File: src/rtl/ser_word_rx.sv
// ser_word_rx: serial-in/parallel-out frame receiver.
// Assembles WIDTH bits strobed by EN into a word, shifting in the direction
// latched at START, and reports restart-mid-frame and inter-bit timeouts.
module ser_word_rx #(
  parameter int unsigned WIDTH   = 4,
  parameter int unsigned TIMEOUT = 8,
  parameter int unsigned TW      = 16
) (
  input  logic             CP,
  input  logic             CR_n,
  input  logic             START,
  input  logic             DIR,
  input  logic             EN,
  input  logic             DS,
  output logic [WIDTH-1:0] Q,
  output logic             VALID,
  output logic             BUSY,
  output logic             ERR
);

  localparam int unsigned CW = $clog2(WIDTH + 1);

  typedef enum logic {
    S_IDLE = 1'b0,
    S_RECV = 1'b1
  } state_t;

  state_t           state;
  state_t           state_nx;

  logic [WIDTH-1:0] sh;
  logic [WIDTH-1:0] sh_nx;
  logic [WIDTH-1:0] sh_shift;
  logic [WIDTH-1:0] q_nx;
  logic [CW-1:0]    bit_cnt;
  logic [CW-1:0]    bit_cnt_nx;
  logic [TW-1:0]    idle_cnt;
  logic [TW-1:0]    idle_cnt_nx;
  logic             dir_q;
  logic             dir_nx;
  logic             valid_nx;
  logic             err_nx;
  logic             last_bit;
  logic             timeout_hit;

  // Shift candidate in the latched direction, plus completion/timeout decodes
  always_comb begin
    if (dir_q) begin
      sh_shift = {DS, sh[WIDTH-1:1]};
    end else begin
      sh_shift = {sh[WIDTH-2:0], DS};
    end
    last_bit    = EN && (bit_cnt == CW'(WIDTH - 1));
    timeout_hit = (TIMEOUT != 0) && !EN && !START &&
                  (idle_cnt == TW'(TIMEOUT - 1));
  end

  // State register
  always_ff @(posedge CP) begin
    if (!CR_n) begin
      state <= S_IDLE;
    end else begin
      state <= state_nx;
    end
  end

  // Next-state logic; START on the completion edge keeps us in RECV
  always_comb begin
    state_nx = state;
    case (state)
      S_IDLE: begin
        if (START) begin
          state_nx = S_RECV;
        end
      end
      S_RECV: begin
        if (START) begin
          state_nx = S_RECV;
        end else if (last_bit || timeout_hit) begin
          state_nx = S_IDLE;
        end
      end
      default: state_nx = S_IDLE;
    endcase
  end

  // Datapath and output next values; Q only changes on completion
  always_comb begin
    sh_nx       = sh;
    bit_cnt_nx  = bit_cnt;
    idle_cnt_nx = idle_cnt;
    dir_nx      = dir_q;
    q_nx        = Q;
    valid_nx    = 1'b0;
    err_nx      = 1'b0;
    case (state)
      S_IDLE: begin
        if (START) begin
          sh_nx       = '0;
          bit_cnt_nx  = '0;
          idle_cnt_nx = '0;
          dir_nx      = DIR;
        end
      end
      S_RECV: begin
        if (last_bit) begin
          // Word done; a coincident START begins the next frame cleanly
          q_nx        = sh_shift;
          valid_nx    = 1'b1;
          sh_nx       = '0;
          bit_cnt_nx  = '0;
          idle_cnt_nx = '0;
          if (START) begin
            dir_nx = DIR;
          end
        end else if (START) begin
          // Restart mid-frame: flag it and drop any bit on this edge
          err_nx      = 1'b1;
          sh_nx       = '0;
          bit_cnt_nx  = '0;
          idle_cnt_nx = '0;
          dir_nx      = DIR;
        end else if (EN) begin
          sh_nx       = sh_shift;
          bit_cnt_nx  = bit_cnt + CW'(1);
          idle_cnt_nx = '0;
        end else if (timeout_hit) begin
          err_nx      = 1'b1;
          sh_nx       = '0;
          bit_cnt_nx  = '0;
          idle_cnt_nx = '0;
        end else if (TIMEOUT != 0) begin
          idle_cnt_nx = idle_cnt + TW'(1);
        end
      end
      default: begin
        sh_nx       = '0;
        bit_cnt_nx  = '0;
        idle_cnt_nx = '0;
      end
    endcase
  end

  // Datapath and output registers
  always_ff @(posedge CP) begin
    if (!CR_n) begin
      sh       <= '0;
      bit_cnt  <= '0;
      idle_cnt <= '0;
      dir_q    <= 1'b0;
      Q        <= '0;
      VALID    <= 1'b0;
      ERR      <= 1'b0;
      BUSY     <= 1'b0;
    end else begin
      sh       <= sh_nx;
      bit_cnt  <= bit_cnt_nx;
      idle_cnt <= idle_cnt_nx;
      dir_q    <= dir_nx;
      Q        <= q_nx;
      VALID    <= valid_nx;
      ERR      <= err_nx;
      BUSY     <= (state_nx == S_RECV);
    end
  end

endmodule

File: config.mk
export PLATFORM = sky130hd
export DESIGN_NAME = ser_word_rx
export DESIGN_NICKNAME = d
export VERILOG_FILES = /design/src/rtl/ser_word_rx.sv
export SDC_FILE = /design/constraint.sdc
export NUM_CORES = 1
export LEC_CHECK = 0
export BUFFER_PORTS_ARGS = -buffer_cell sky130_fd_sc_hd__buf_2
export CAP_MARGIN = 10
export CORE_ASPECT_RATIO = 1.2
export CORE_UTILIZATION = 32
export CTS_BUF_LIST = sky130_fd_sc_hd__clkbuf_16
export CTS_CLUSTER_SIZE = 12
export DETAILED_ROUTE_END_ITERATION = 6
export SYNTH_ARGS = -nofsm -noshare
export SYNTH_HDL_FRONTEND = slang
export SYNTH_SLANG_ARGS = --single-unit
File: constraint.sdc
create_clock -name CP -period 1.6 [get_ports CP]
set_clock_uncertainty 0.15 [all_clocks]
set_input_delay 0.32 -clock CP [delete_from_list [all_inputs] [get_ports CP]]
set_output_delay 0.32 -clock CP [all_outputs]
set_load 0.02 [all_outputs]
==> impl_results.md, run 1 <==
- Outcome: finished, final reports clean
- Gp weighted congestion: 0.714
- I/O pin cnt: 13
- Setup violators final: 0
- Mean routed wirelength per cell: approximately 13 µm
- Vias per inst: 5.08
- Critical path required time: about 1.6 ns
- DIE WIDTH: 64.7 µm
- Power Density: around 900 mW/mm²
- Synth unique cells: 40
- Ys Warns: 0
- Max VDD drop: around 0.54 mV
- Hold Crit Class: input pin to flip-flop
- Period utilization: a little over nine tenths
- Post-Syn Area: roughly 0.0015 mm²
- Slew HR: roughly 80%
- Transition time of the tightest slew-check pin: 0.299 ns
- Antenna violations before repair: 0
- # hold bufs at CTS: 0
- Die H: around 77 µm
- Final non-filler cell total: between 200 and 300
- Layout area overhead: 31.5%
- CP delay by family, top: simple AND/OR/NAND/NOR gates
- Synth Register Bits: 31
- Largest net degree at the start of global routing: 19
- DR vias: approximately 1300
- Fmax: roughly 0.63 GHz
- TritonCTS clock tree: done
- Pre-Repair DR Iteration Count: 4
- Placed cells: 242
- CTS Buffer Depth: 2
- WL final: approximately 3200 µm
- Row cnt: 27
- Reg area: about 640 µm²
- Design Area, Final: between 0.0015 and 0.002 mm²
- Final min period: 1.58 ns
- Antenna Diode Count: 0
- Bufs and invs on worst path: 1
- CP max stage cell: dfxtp_4
- P_leak: approximately 0.75 nW
- Unrepaired setup endpoints after global routing: true
- Clk Latency, worst-skew pair: between 0.2 and 0.3 ns
- Filler cells: 461
- TritonCTS Buffers: 5
- Clock Root Buffer: clkbuf_16
- Syn_nets: 163
- GRT Util Overall: 14.3%
- Number of max-cap violations: 0
- Seq/Total Area, Yosys: about two fifths
- Post-DP Area: around 0.0018 mm²
- DRT iter0 DRCs: 22
- Final hold vios: 0
- Setup Crit Path Kind: flip-flop to flip-flop
- CTS sink cnt: 31
- IO buf count: 12
- Final HPWL DP: between 2000 and 2500 µm
- Layout cell share with drive strength beyond 1: roughly 38%
- Crit path arrival time: about 1.6 ns
- Post-DRT Antenna Nets: 0
- Global route overflow: 0
- Die ar.: 0.00499 mm²
- Core ar.: 0.00456 mm²
- Setup crit end kind: flip-flop
- Cells after Synth: ~150
- Worst-path cell chain: ha_4, and4bb_2, nand4_4, a21oi_4, buf_12, o22ai_1
- Crit start category: flip-flop
- Starting density of the core: ~33%
- Number of global-route vias before repair: 1181
- Critical Path Max Stage Delay: about 0.37 ns
- H-tree Lvls: 2
- Final-stage net count: 200
- Post-CTS Repair Setup Buffers: 0
- Max Slew Vio Count: 0
- CTS clk-pin slew, worst paths: 0.05 ns
- Area of the multi-input gates: between 800 and 900 µm²
- Mean Syn Cell Area: 9.79 µm²
- Crit Path Max Fanout: 18
- DRC viols: 0
- First-pass GRT wire length: around 5500 µm
Yosys cell counts (all sizes together):
cell type  count  area, µm²
dfxtp         31        621
nand2         12       45.0
nor2           9       33.8
nor3           9       70.1
nand3          8       40.0
xor2           8       70.1
a211oi         7       52.6
nand4          7       58.8
o22ai          6       37.5
and3           5       32.5
buf            5       48.8
mux2i          5       50.1
o21ai          5       25.0
a21oi          4       31.3
inv            4       15.0
clkbuf         3       21.3
ha             3       37.5
nand4b         3       26.3
or3            3       18.8
a31oi          2       12.5
and2           2       12.5
and4           2       18.8
nor4           2       33.8
a32oi          1       8.76
and4bb         1       12.5
nand3b         1       7.51
nand4bb        1       11.3
nor2b          1       6.26
nor3b          1       12.5
o2111a         1       20.0
o211ai         1       7.51
o32ai          1       8.76
power breakdown:
group / total (mW) / switching (mW) / internal, mW / leakage, nW
logic: 0.104 / 0.0596 / 0.0444 / 0.427
clock network: 0.898 / 0.334 / 0.564 / 0.0649
registers: 0.784 / 0.00684 / 0.777 / 0.255
final timing paths:
check	start	endpoint	slack, ns	cells after the start
max	idle_cnt[1]	sh[1]	0.02	6
min	DIR	dir_q	0.14	3
max reg2reg	idle_cnt[1]	sh[1]	0.02	6
min reg2reg	sh[3]	sh[3]	0.32	2
sequential cells by signal (all words and copies together), names as in the netlist:
name	cells
idle_cnt	16
ERR	1
sh	4
Q	4
BUSY	1
VALID	1
dir_q	1
bit_cnt	3
final cells by class:
type,instances,area share (%)
tap,58,3.66
multi-input combinational,111,42.7
inverter,4,0.758
timing repair buffer,38,13.7
sequential,31,32.1
clock buffer,5,6.31
clock inverter,3,0.758
layout by cell type, fill, tap and decap left out, types with 4 or more instances in the layout:
cell type and count:
buf_4 24, dfxtp_1 22, nand2_1 12, buf_2 12, nor2_1 9, xor2_1 8, dfxtp_2 7, nand3_1 7
a211oi_1 7, nand4_1 6, o22ai_1 6, mux2i_1 5, nor3_2 5, clkbuf_16 5, inv_1 4, nor3_1 4
o21ai_0 4
worst reg2reg max path, stage by stage (launching register included):
cell and delay [ns]:
dfxtp_4 0.37, ha_4 0.14, and4bb_2 0.25, nand4_4 0.13, a21oi_4 0.17, buf_12 0.17
o22ai_1 0.09
stage by stage:
step | util, % | hold WS [ns] | TNS [ns] | setup slack [ns] | power [mW]
floorplan | - | 0.298 | -0.449 | -0.0495 | 0.871
finish | 43.5 | 0.135 | 0 | 0.0211 | 1.79
CTS | 42.6 | 0.136 | 0 | 0.00279 | 1.81
detailed placement | 39.5 | 0.315 | -0.118 | -0.0515 | 0.907
global route | 43.5 | 0.181 | -0.226 | -0.0386 | 1.85
global placement | 39.5 | 0.312 | -0.0638 | -0.0224 | 0.907
what timing repair did:
action	CTS	global route
pin swaps	0	1
gates resized for setup	3	14
setup endpoints to repair	5	19
metal layers:
layer | wire length (µm) | up-vias | part of all wire, % | global-route usage (%)
li1 | - | 648 | - | -
met4 | 68 | 0 | 2.1 | 7.33
met1 | 1440 | 593 | 45 | 17.4
met3 | 117 | 6 | 3.7 | 4.32
met2 | 1540 | 23 | 49 | 22.2
met5 | 0 | - | 0 | 0
logic make-up after synthesis:
group                      share of synthesized area [%]
and+or+nand+nor                                     29.2
DFF                                                 41.2
muxes                                               3.32
AOI/OAI and AO/OA                                   13.5
xor gates and xnor gates                            4.65
adders and majority gates                           2.49
buffers and inverters                               5.64
(Power assumes the default switching activity.)
==> run 2, diff against run 1 <==
- PLACE_DENSITY: not set -> 0.47
- SETUP_SLACK_MARGIN: not set -> 0.3
==> impl_results.md, run 2 (same netlist as run 1, synthesis figures left out) <==
- Outcome: complete, but fails checks
- Failing checks: setup timing
- Largest net degree at the start of global routing: 24 (+5)
- Post-layout util: 47.0% (+3.5 points)
- Most common cell after layout, fill and taps aside: buf_4
- CTS clk-pin slew, worst paths: 0.05 ns (about the same)
- Transition time of the tightest slew-check pin: 0.315 ns (+0.0156 ns)
- Crit path arrival time: 1.62 ns (+0.03 ns)
- Max Slew Vio Count: 0 (unchanged)
- GRT Util Overall: 16.3% (+2.0 points)
- Seq pwr share: 43.1% (-0.8 points)
- DIE WIDTH: 64.7 µm (unchanged)
- Filler cells: 439 (-4.8%)
- TritonCTS clock tree: done
- Mean routed wirelength per cell: 14.6 µm (+15%)
- Max VDD drop: 0.583 mV (+8.5%)
- Row cnt: 27 (unchanged)
- Core ar.: 0.00456 mm² (unchanged)
- Number of global-route vias before repair: 1308 (+11%)
- First-pass GRT wire length: 6250 µm (+15%)
- Clock Root Buffer: clkbuf_16
- Top reg by flops: idle_cnt
- Hold Crit Class: input pin to flip-flop
- Most frequent cells in the layout: 20 x buf_4, 18 x dfxtp_1, 12 x nand2_1, 11 x buf_2, 9 x dfxtp_2
- Clk Latency, worst-skew pair: 0.27 ns (about the same)
- Critical path required time: 1.59 ns (-0.02 ns)
- Number of max-cap violations: 0 (unchanged)
- WL final: 3680 µm (+16%)
- Slew HR: 78.4% (-1.6 points)
- Fmax: 0.614 GHz (-3.0%)
- DRC viols: 0 (unchanged)
- Antenna violations before repair: 0 (unchanged)
- Max reg flops: 16 (unchanged)
- Final min period: 1.63 ns (+0.0487 ns)
- Power Density: 847 mW/mm² (-6.0%)
- Gp weighted congestion: 0.771 (+8.0%)
- P_int: 1.40 mW (+1.2%)
- Starting density of the core: 33.1% (unchanged)
- Crit start category: flip-flop
- Place WS: -0.0504 ns (+0.00114 ns)
- DR vias: 1316 (+3.6%)
- Clk pwr share: 49.2% (-1.1 points)
- Setup crit end kind: flip-flop
- Final HPWL DP: 2560 µm (+12%)
- Layout area overhead: 42.1%
- P_leak: 0.784 nW (+4.9%)
- Final-stage net count: 201 (+0.50%)
- Vias per inst: 5.24 (+3.2%)
- Global route overflow: 0 (unchanged)
- Die H: 77.2 µm (unchanged)
- Crit Path Max Fanout: 7 (-11)
- Antenna Diode Count: 0 (unchanged)
- IO buf count: 12 (unchanged)
- Die ar.: 0.00499 mm² (unchanged)
- Sw frac: 22.7% (+0.24 points)
- DRT iter0 DRCs: 71 (+220%)
- Net Switching: 0.411 mW (+2.6%)
- Final WS setup: -0.0275 ns (-0.0487 ns)
- TritonCTS Buffers: 5 (unchanged)
- Post-DRT Antenna Nets: 0 (unchanged)
- Combinational fraction of design power: 7.6% (+1.8 points)
- Unrepaired setup endpoints after global routing: true
- Period utilization: 102% (+3.0 points)
- Final hold vios: 0 (unchanged)
- Layout cell share with drive strength beyond 1: 47.2% (+9.7 points)
- H-tree Lvls: 2 (unchanged)
- Largest regs: idle_cnt x16, Q x4, sh x4
- CTS sink cnt: 31 (unchanged)
- Setup Crit Path Kind: flip-flop to flip-flop
- Setup violators final: 12 (+12)
- I/O pin cnt: 13 (unchanged)
- CTS Buffer Depth: 2 (unchanged)
- Pre-Repair DR Iteration Count: 4 (unchanged)
## run 2: power groups by stage
stage                     Clock (mW)  Sequential (mW)  Combinational (mW)
after detailed placement           0            0.805               0.111
after global routing           0.958            0.783               0.150
after CTS                      0.906            0.787               0.125
after floorplan                    0            0.804              0.0682
after global placement             0            0.805               0.109
final                          0.893            0.782               0.138
## run 2: repair_timing
item	CTS	global route
setup endpoints to repair	30	30
hold buffers	0	0
resized for setup	12	19
pin swaps	0	5
buffers inserted	2	1
cloned	1	1
## run 2: layout make-up
class                           count  area (µm²)  share of cell area (%)
Multi-Input combinational cell    112         952                    44.5
Sequential cell                    31         647                    30.2
Timing Repair Buffer               38         315                    14.7
Clock buffer                        5         125                    5.84
Tap cell                           58        72.6                    3.39
Clock inverter                      3        15.0                   0.701
Inverter                            4        15.0                   0.701
## run 2: final timing paths
check        slack [ns]  cells past startpoint         end        start
max               -0.03                      6  bit_cnt[2]  idle_cnt[0]
min                0.14                      3       dir_q          DIR
max reg2reg       -0.03                      6  bit_cnt[2]  idle_cnt[0]
min reg2reg        0.32                      2       sh[0]        sh[0]
## run 2: routing by layer
metal	global-route usage (%)	wire, µm	vias up
met5	0	0	-
met4	6.00	59	0
met3	3.87	151	6
met2	28.8	1950	27
met1	18.6	1510	633
li1	-	-	650
## run 2: per-stage QoR
stage,cell area [µm²],instances,TNS [ns],hold slack (ns),power (mW)
floorplan,1600,154,-0.449,0.298,0.873
global placement,1840,238,-0.0494,0.308,0.914
detailed placement,1840,238,-0.118,0.309,0.916
CTS,2040,249,-0.0886,0.138,1.82
global route,2140,251,-1.62,0.206,1.89
finish,2140,251,-0.199,0.138,1.81
## run 2: critical path, cell delays in order (launching register included)
cell and delay [ns]:
dfxtp_4 0.36, ha_4 0.13, and4bb_2 0.25, nand4_4 0.12, a21oi_4 0.24, buf_12 0.15
o32ai_1 0.08
